**src/rtl/ece2300_test_pkg.sv**
```systemverilog
// Shared types and LFSR helper for the lab stream test utilities.
// Imported by the checker, the stall LFSR and the matching stream source.
package ece2300_test_pkg;

  typedef enum logic [1:0] {
    LOAD,
    RUN,
    DONE,
    TIMEOUT
  } checker_state_t;

  localparam int LFSR_W = 16;

  // Fibonacci taps 16,14,13,11 (bit positions 15,13,12,10)
  localparam logic [LFSR_W-1:0] LFSR_TAPS = 16'hB400;

  function automatic logic [LFSR_W-1:0] lfsr_next(
    input logic [LFSR_W-1:0] s
  );
    return {s[LFSR_W-2:0], ^(s & LFSR_TAPS)};
  endfunction

endpackage

```
**src/rtl/ece2300_lfsr16.sv**
```systemverilog
// 16-bit Fibonacci LFSR with load-on-reset seed and step enable.
// Shared by the stream checker and the stream source.
module ece2300_lfsr16
  import ece2300_test_pkg::*;
(
  input  logic              clk,
  input  logic              reset,
  input  logic              en,
  input  logic [LFSR_W-1:0] seed,
  output logic [LFSR_W-1:0] out
);

  always_ff @(posedge clk) begin
    if (reset) begin
      out <= seed;
    end else if (en) begin
      out <= lfsr_next(out);
    end
  end

endmodule

```
**config.mk**
```make
export PLATFORM = sky130hd
export DESIGN_NAME = ece2300_lfsr16
export DESIGN_NICKNAME = d
export VERILOG_FILES = /design/src/rtl/ece2300_test_pkg.sv /design/src/rtl/ece2300_lfsr16.sv
export SDC_FILE = /design/constraint.sdc
export NUM_CORES = 1
export LEC_CHECK = 0
export CELL_PAD_IN_SITES_DETAIL_PLACEMENT = 0
export CELL_PAD_IN_SITES_GLOBAL_PLACEMENT = 1
export CORE_MARGIN = 4
export CORE_UTILIZATION = 45
export CTS_BUF_LIST = sky130_fd_sc_hd__clkbuf_4 sky130_fd_sc_hd__clkbuf_8
export DETAILED_ROUTE_END_ITERATION = 12
export DONT_BUFFER_PORTS = 1
export GPL_TIMING_DRIVEN = 0
export PLACE_DENSITY_LB_ADDON = 0.12
export SETUP_SLACK_MARGIN = 0.3
export SLEW_MARGIN = 25
export SYNTH_ARGS = -nofsm -noshare
export SYNTH_HDL_FRONTEND = slang
export SYNTH_SLANG_ARGS = --single-unit
```
**constraint.sdc**
```tcl
create_clock -name clk -period 1.25 [get_ports clk]
set_input_delay 0.1875 -clock clk [delete_from_list [all_inputs] [get_ports clk]]
set_output_delay 0.1875 -clock clk [all_outputs]
set_load 0.05 [all_outputs]
```
# After elaboration in Yosys (flattened, before gate mapping)
# Cells that the tools add are included.
# totals
register_bits	16
in_bits	19
output_inout_bits	16
word_cells	5
# classes
muxes	2
n_reduce_logical	2
# op_table
op	n
$mux W16	2
$reduce_xor A16 Y1	1
$reduce_bool A2 Y1	1

# Longest topological paths before layout
# Gate-level depths: netlist of the first run.
# logic_depth
word_depth	3
mapped_depth	4
mapped_depth_nobuf	3

# Least setup slack after synthesis of the first run
# Ideal clock, no wire load.
# synth_timing
path_kind	register to register
start	register out[10]
end	register out[0], data pin
setup_time_ns	0.260
arrival_ns	1.066
t_required_ns	0.990
path_slack_ns	-0.076
path_stages_with_launch	4
path_buffers	0
period_less_slack_ns	1.326
path_cell_list	edfxtp_1 xnor2_1 xnor2_1 o21ai_0
# synth_between
elab_chain_cells	3
# synth_lines
item	line	rtl
start, declared	ece2300_lfsr16.sv:10	output logic [LFSR_W-1:0] out
start signal, assigned	ece2300_lfsr16.sv:17	out <= lfsr_next(out);
$reduce_xor A16 Y1	ece2300_test_pkg.sv:20	return {s[LFSR_W-2:0], ^(s & LFSR_TAPS)};
$mux W16	ece2300_lfsr16.sv:16	end else if (en) begin
$mux W16	ece2300_lfsr16.sv:14	if (reset) begin
# Every way passes these cells. The select of a mux whose other input is x is not followed.
# A chain may end at the register's enable or synchronous reset.

# Final worst setup path of the first run
# layout_timing
start	register out[12]
end	register out[0], data pin
# The elaborated chain is that of the path after synthesis.

==> key figures, run 1 <==
Clock tree
  • Clock slew at reported path FFs: 0.09 ns
  • Hold_buf cts: 0
  • Root buf cell: clkbuf_4
  • Clock Tree Buf Depth: 2
  • CTS tree: yes
  • Post-CTS setup buffers: 0
  • H-tree levels: 1
  • CTS buffer count: 3
  • Sink Count: 16
  • Clock Latency Late Sink: 0.27 ns

Cells and area
  • # nets final: 63
  • Max reg flops: 16
  • Final core utilization: 54.63%
  • Post-route cell area: 842.1 um2
  • Largest regs: out (16)
  • Non-filler cells, final: 58
  • Commonest non-fill, non-tap cells in the layout: edfxtp_1, mux2_4, xnor2_2, clkbuf_4
  • Layout cells sized above 1: 57.14%
  • Largest Register: out
  • Commonest non-fill, non-tap cell in the layout: edfxtp_1
  • Area growth syn-to-layout: 12.54%
  • N_diodes: 0

Drt
  • DRC viols: 0
  • Vias: 351
  • Pre-antenna DRT Iters: 3
  • Starting DRT DRC Count: 7
  • Via density: 6.052
  • Post-DRT Antenna Nets: 0
  • Per-cell routed wire length: 23.59 um
  • Final WL: 1368 um

STA
  • Max Fclk: 696.5 MHz
  • Setup WS post-layout: -0.1858 ns
  • RSZ-0062 raised after global routing: yes
  • Final setup vio count: 4
  • Fin crit period: 1.436 ns
  • Tcrit/Tclk final: 114.9%
  • Final hold viol count: 0
  • Worst Skew: 0.004769 ns
  • Rel. slew slack: 60.52%
  • Least-Margin Pin Slew: 0.5923 ns
  • Slew Limit Fails: 0

Setup path
  • CP Buf/Inv Count: 0
  • Worst path cell trace: xnor2_2 -> xnor2_2 -> o21ai_1
  • Worst path slowest cell: edfxtp_1
  • CP arrival: 1.47 ns
  • Worst setup path start: out[12]$_DFFE_PP_
  • Worst path max stage delay: 0.66 ns
  • CP Launch Type: flip-flop
  • R2R setup slack: -0.19 ns
  • Most used cell, CP: xnor2_2
  • Reg2reg start: out[12]$_DFFE_PP_
  • CP endpoint kind: flip-flop
  • Worst Reg2Reg Path Length in Cells: 3
  • Critical Path RT: 1.29 ns
  • CP delay by family, top: flip-flops
  • Crit-path max FO: 3
  • FF-to-FF End: out[0]$_DFFE_PP_
  • Critical path class: reg2reg

Synthesis
  • Yosys reg bits: 16
  • Post-Syn Area: 748.2 um2
  • Post-Syn Nets: 58
  • Syn Area/Cell: 19.19 um2
  • Ys Warns: 0
  • Distinct cells, synth: 9
  • Sequential-to-total area share from yosys stat: 64.21%
  • Gate Count Post-Synth: 39

Power
  • Worst vdd ir: 650.2 uV
  • Power per cell area: 1626 nW/um2
  • Power Total: 1369 uW
  • Lkg Pwr: 0.0003415 uW

Placed design
  • Routability Congestion: 0.6395
  • Cell area after placement: 768.2 um2
  • Worst slack at placement: -0.1684 ns
  • Port Buf Inserts: 0
  • Final HPWL from detailed placement: 924.5 um
  • Placed insts: 55

Status
  • Violated checks: negative setup slack
  • Run status: finished with violations

Flow run
  • Max Cap Viol: 0

Global routing
  • Initial antenna violation count: 0
  • GRT Total Usage: 11.47%
  • Largest net degree at the start of global routing: 17
  • Global route overflow: 0
  • Vias in the first global route: 403
  • First-pass GRT wire length: 2076 um

Min path
  • Hold path depth: 2
  • Worst Hold Launch: seed[0]
  • Worst Hold Path EP: out[0]$_DFFE_PP_
  • Type of the worst min-delay path: in2reg

Floorplan
  • Die Span X: 48.78 um
  • Die H: 48.78 um
  • Die Area: 2379 um2
  • Initial Util: 48.54%
  • I/O pin total: 35
  • Core Box Area: 1541 um2
  • Rows: 14
-- metrics by stage --
step	setup TNS [ns]	hold slack, ns
global route	-0.3708	0.1007
finish	-0.2643	0.1104
floorplan	-0.06686	0.3852
detailed placement	-2.592	0.4070
global placement	-1.812	0.4019
CTS	-0.2010	0.1037
-- where the power goes --
group | leakage (uW) | switching, uW | internal, uW | total (uW)
combinational | 0.000164 | 61.0 | 120 | 181
clock | 0.0000138 | 142 | 111 | 254
sequential | 0.000163 | 262 | 673 | 935
total | 0.000341 | 466 | 903 | 1370
-- layer usage --
| metal | vias to the layer above | track usage [%] | part of all wire, % |
|---|---|---|---|
| li1 | 155 | - | - |
| met1 | 176 | 11.81 | 38 |
| met2 | 20 | 19.57 | 52 |
| met3 | 0 | 6.116 | 9.5 |
| met4 | 0 | 4.036 | 0 |
| met5 | - | 0 | 0 |
-- worst max path at each step --
stage / cells past startpoint / slack [ns] / endpoint
finish: 3 / -0.19 / out[0]$_DFFE_PP_
global route: 3 / -0.24 / out[0]$_DFFE_PP_
CTS: 3 / -0.17 / out[0]$_DFFE_PP_
detailed placement: 3 / -0.17 / out[0]$_DFFE_PP_
global placement: 3 / -0.15 / out[0]$_DFFE_PP_
floorplan: 3 / -0.07 / out[0]$_DFFE_PP_
-- logic make-up after synthesis --
logic type / synth area share [%]
flops: 64.21
mux: 26.09
xor+xnor: 3.512
simple gates: 1.338
buf+inv: 4.181
compound gates: 0.6683
-- layout make-up --
| type | count | area (um2) |
|---|---|---|
| Fill cell | 132 | 699.4 |
| Sequential cell | 16 | 480.5 |
| Multi-Input combinational cell | 21 | 287.8 |
| Buffer | 2 | 31.28 |
| Clock buffer | 3 | 22.52 |
| Tap cell | 16 | 20.02 |
-- Yosys cell counts --
library cell / instances / area [um2]
buf_12: 1 / 20.02
buf_6: 1 / 11.26
edfxtp_1: 16 / 480.5
mux2_2: 8 / 90.09
mux2_4: 7 / 105.1
nand2_1: 1 / 3.750
o21ai_0: 1 / 5.000
or2_1: 1 / 6.260
xnor2_1: 3 / 26.28
-- worst reg2reg max path: stages, from the launching register on --
cell and delay, ns:
edfxtp_1 0.66, xnor2_2 0.25, xnor2_2 0.21, o21ai_1 0.07
-- timing repair --
action,CTS,global route
pin swaps,2,0
gates resized for setup,8,4
hold endpoints to repair,0,0
endpoints found under the setup margin,48,48
Note: power is estimated with default switching activity, not from simulation.
==> run 2, diff against run 1 <==
CELL_PAD_IN_SITES_DETAIL_PLACEMENT = 1   (was 0)
==> run 2 against run 1 <==
Effect of this change:
- the run still ends with negative setup slack left
- non-clock buffer count did not move
- sequential cell count did not move
- combinational power fell by 10%
- worst hold slack improved by 0.00052 ns
- clock skew rose by 0.0025 ns
- final area fell by 1.3%
- clock-buffer cell count did not move
- clock power rose by 5%
- worst setup slack improved by 0.018 ns
- core utilization fell by 0.73 points
- via count rose by 2.6%
- largest power group unchanged
- highest routed layer unchanged
==> key figures, run 2 (synthesized netlist as in run 1, its figures left out) <==
Status
  • Run status: finished with violations
  • Violated checks: negative setup slack

Setup path
  • Worst path slowest cell: edfxtp_1
  • Most used cell, CP: xnor2_1
  • CP arrival: 1.46 ns (about the same)
  • CP delay by family, top: flip-flops
  • CP Launch Type: flip-flop
  • Critical path class: reg2reg
  • CP Buf/Inv Count: 0 (unchanged)
  • R2R setup slack: -0.17 ns (+0.02 ns)
  • CP endpoint kind: flip-flop
  • Worst path max stage delay: 0.64 ns (-0.02 ns)
  • Worst path cell trace: xnor2_1 -> xnor2_1 -> o21ai_1
  • Critical Path RT: 1.29 ns (about the same)
  • Crit-path max FO: 3 (unchanged)

Cells and area
  • Layout cells sized above 1: 51.16% (-6.0 points)
  • Area growth syn-to-layout: 11.04%
  • Commonest non-fill, non-tap cells in the layout: edfxtp_1, mux2_4, clkbuf_4, xnor2_1
  • N_diodes: 0 (unchanged)
  • Largest regs: out (16)
  • Non-filler cells, final: 59 (+1.7%)
  • Largest Register: out
  • Layout fillers: 136 (+3.0%)
  • Commonest non-fill, non-tap cell in the layout: edfxtp_1
  • Max reg flops: 16 (unchanged)
  • # nets final: 63 (unchanged)

Placed design
  • Final HPWL from detailed placement: 970.5 um (+5.0%)
  • Routability Congestion: 0.6395 (unchanged)
  • Placed insts: 55 (unchanged)
  • Port Buf Inserts: 0 (unchanged)

Drt
  • DRC viols: 0 (unchanged)
  • Pre-antenna DRT Iters: 3 (unchanged)
  • Via density: 6.102 (+0.83%)
  • Met1 WL: 572 um (+8.7%)
  • Top sig layer: met3
  • Final WL: 1315 um (-3.9%)
  • Met3 Routed Length: 96 um (-26%)
  • Vias: 360 (+2.6%)
  • Metal2 WL: 646 um (-9.0%)
  • Per-cell routed wire length: 22.29 um (-5.5%)
  • Post-DRT Antenna Nets: 0 (unchanged)
  • Starting DRT DRC Count: 7 (unchanged)

STA
  • Final setup vio count: 4 (unchanged)
  • RSZ-0062 raised after global routing: yes
  • Slew Limit Fails: 0 (unchanged)
  • Worst Skew: 0.007242 ns (+0.002473 ns)
  • Setup WS post-layout: -0.1680 ns (+0.01771 ns)
  • Tcrit/Tclk final: 113.4% (-1.4 points)
  • Fin crit period: 1.418 ns (-0.01771 ns)
  • Max Fclk: 705.2 MHz (+1.2%)
  • Final hold viol count: 0 (unchanged)
  • Post-route setup TNS: -0.1988 ns (+0.06556 ns)
  • Least-Margin Pin Slew: 0.5625 ns (-0.02979 ns)
  • Hold slack final: 0.1109 ns (+0.0005220 ns)
  • Rel. slew slack: 62.50% (+2.0 points)

Floorplan
  • Die Area: 2379 um2 (unchanged)
  • Die Span X: 48.78 um (unchanged)
  • I/O pin total: 35 (unchanged)
  • Core Box Area: 1541 um2 (unchanged)
  • Die H: 48.78 um (unchanged)
  • Rows: 14 (unchanged)
  • Initial Util: 48.54% (unchanged)

Clock tree
  • Root buf cell: clkbuf_4
  • Sink Count: 16 (unchanged)
  • Hold_buf cts: 0 (unchanged)
  • Clock slew at reported path FFs: 0.09 ns (about the same)
  • CTS buffer count: 3 (unchanged)
  • Clock Tree Buf Depth: 2 (unchanged)
  • H-tree levels: 1 (unchanged)
  • CTS tree: yes
  • Clock Latency Late Sink: 0.28 ns (about the same)

Power
  • Lkg Pwr: 0.0003318 uW (-2.8%)
  • Power Total: 1362 uW (-0.55%)
  • Worst vdd ir: 647.7 uV (-0.39%)
  • Power per cell area: 1639 nW/um2 (+0.80%)

Global routing
  • Vias in the first global route: 396 (-1.7%)
  • Global route overflow: 0 (unchanged)
  • First-pass GRT wire length: 2090 um (+0.67%)
  • Initial antenna violation count: 0 (unchanged)
  • Largest net degree at the start of global routing: 17 (unchanged)
  • GRT Total Usage: 11.50% (+0.029 points)

Flow run
  • Max Cap Viol: 0 (unchanged)

Min path
  • Type of the worst min-delay path: in2reg
[run 2: cell types whose count changed in the layout (fill, tap and decap cells not counted)]
| cell | delta |
|---|---|
| xnor2_1 | +2 |
| xnor2_2 | -2 |
| clkinv_1 | +1 |
[run 2: routing by layer]
metal	track usage, %	vias to the layer above
li1	-	156
met1	14.48	184
met2	18.26	20
met3	3.976	0
met4	4.036	0
met5	0	-
[run 2: layout make-up]
class | instances | area [um2] | area share, %
buffer | 2 | 31.28 | 3.765
clock buffer | 3 | 22.52 | 2.711
clock inverter | 1 | 3.754 | 0.4518
multi-input combinational | 21 | 272.8 | 32.83
sequential | 16 | 480.5 | 57.83
tap | 16 | 20.02 | 2.410
[run 2: final timing paths]
kind | from | to | cells past startpoint
min reg2reg | out[7]$_DFFE_PP_ | out[8]$_DFFE_PP_ | 1
min | seed[0] | out[0]$_DFFE_PP_ | 2
max | out[13]$_DFFE_PP_ | out[0]$_DFFE_PP_ | 3
max reg2reg | out[13]$_DFFE_PP_ | out[0]$_DFFE_PP_ | 3
[run 2: timing repair]
item | in CTS | in global routing
buffers inserted | 0 | 0
resized for setup | 9 | 1
endpoints found under the setup margin | 48 | 48
[run 2: power by group]
group          total, uW  internal, uW  switching, uW
Clock                267           116            152
Sequential           932           672            260
Combinational        162           108           54.2
Total               1360           896            466
[run 2: metrics by stage]
step           cell area [um2]  setup slack (ns)  util [%]
6_report                 830.8           -0.1680     53.90
5_1_grt                  830.8           -0.1853     53.90
4_1_cts                  828.3           -0.1678     53.73
3_5_place_dp             768.2           -0.1642     49.84
3_3_place_gp             768.2           -0.1543     49.84
2_1_floorplan            748.2          -0.06686         -
[run 2: worst register-to-register path: cells and delay by family, from the launching register on]
family	cells	cell delay [ns]
flops	1	0.64
xor+xnor	2	0.47
compound gates	1	0.08
==> run 3, diff against run 2 <==
CTS_CLUSTER_SIZE = 16   (was default)
HOLD_SLACK_MARGIN = 0.02   (was default)
==> results of run 3 <==
Final layout, timing and power as in run 2 (identical DEF).
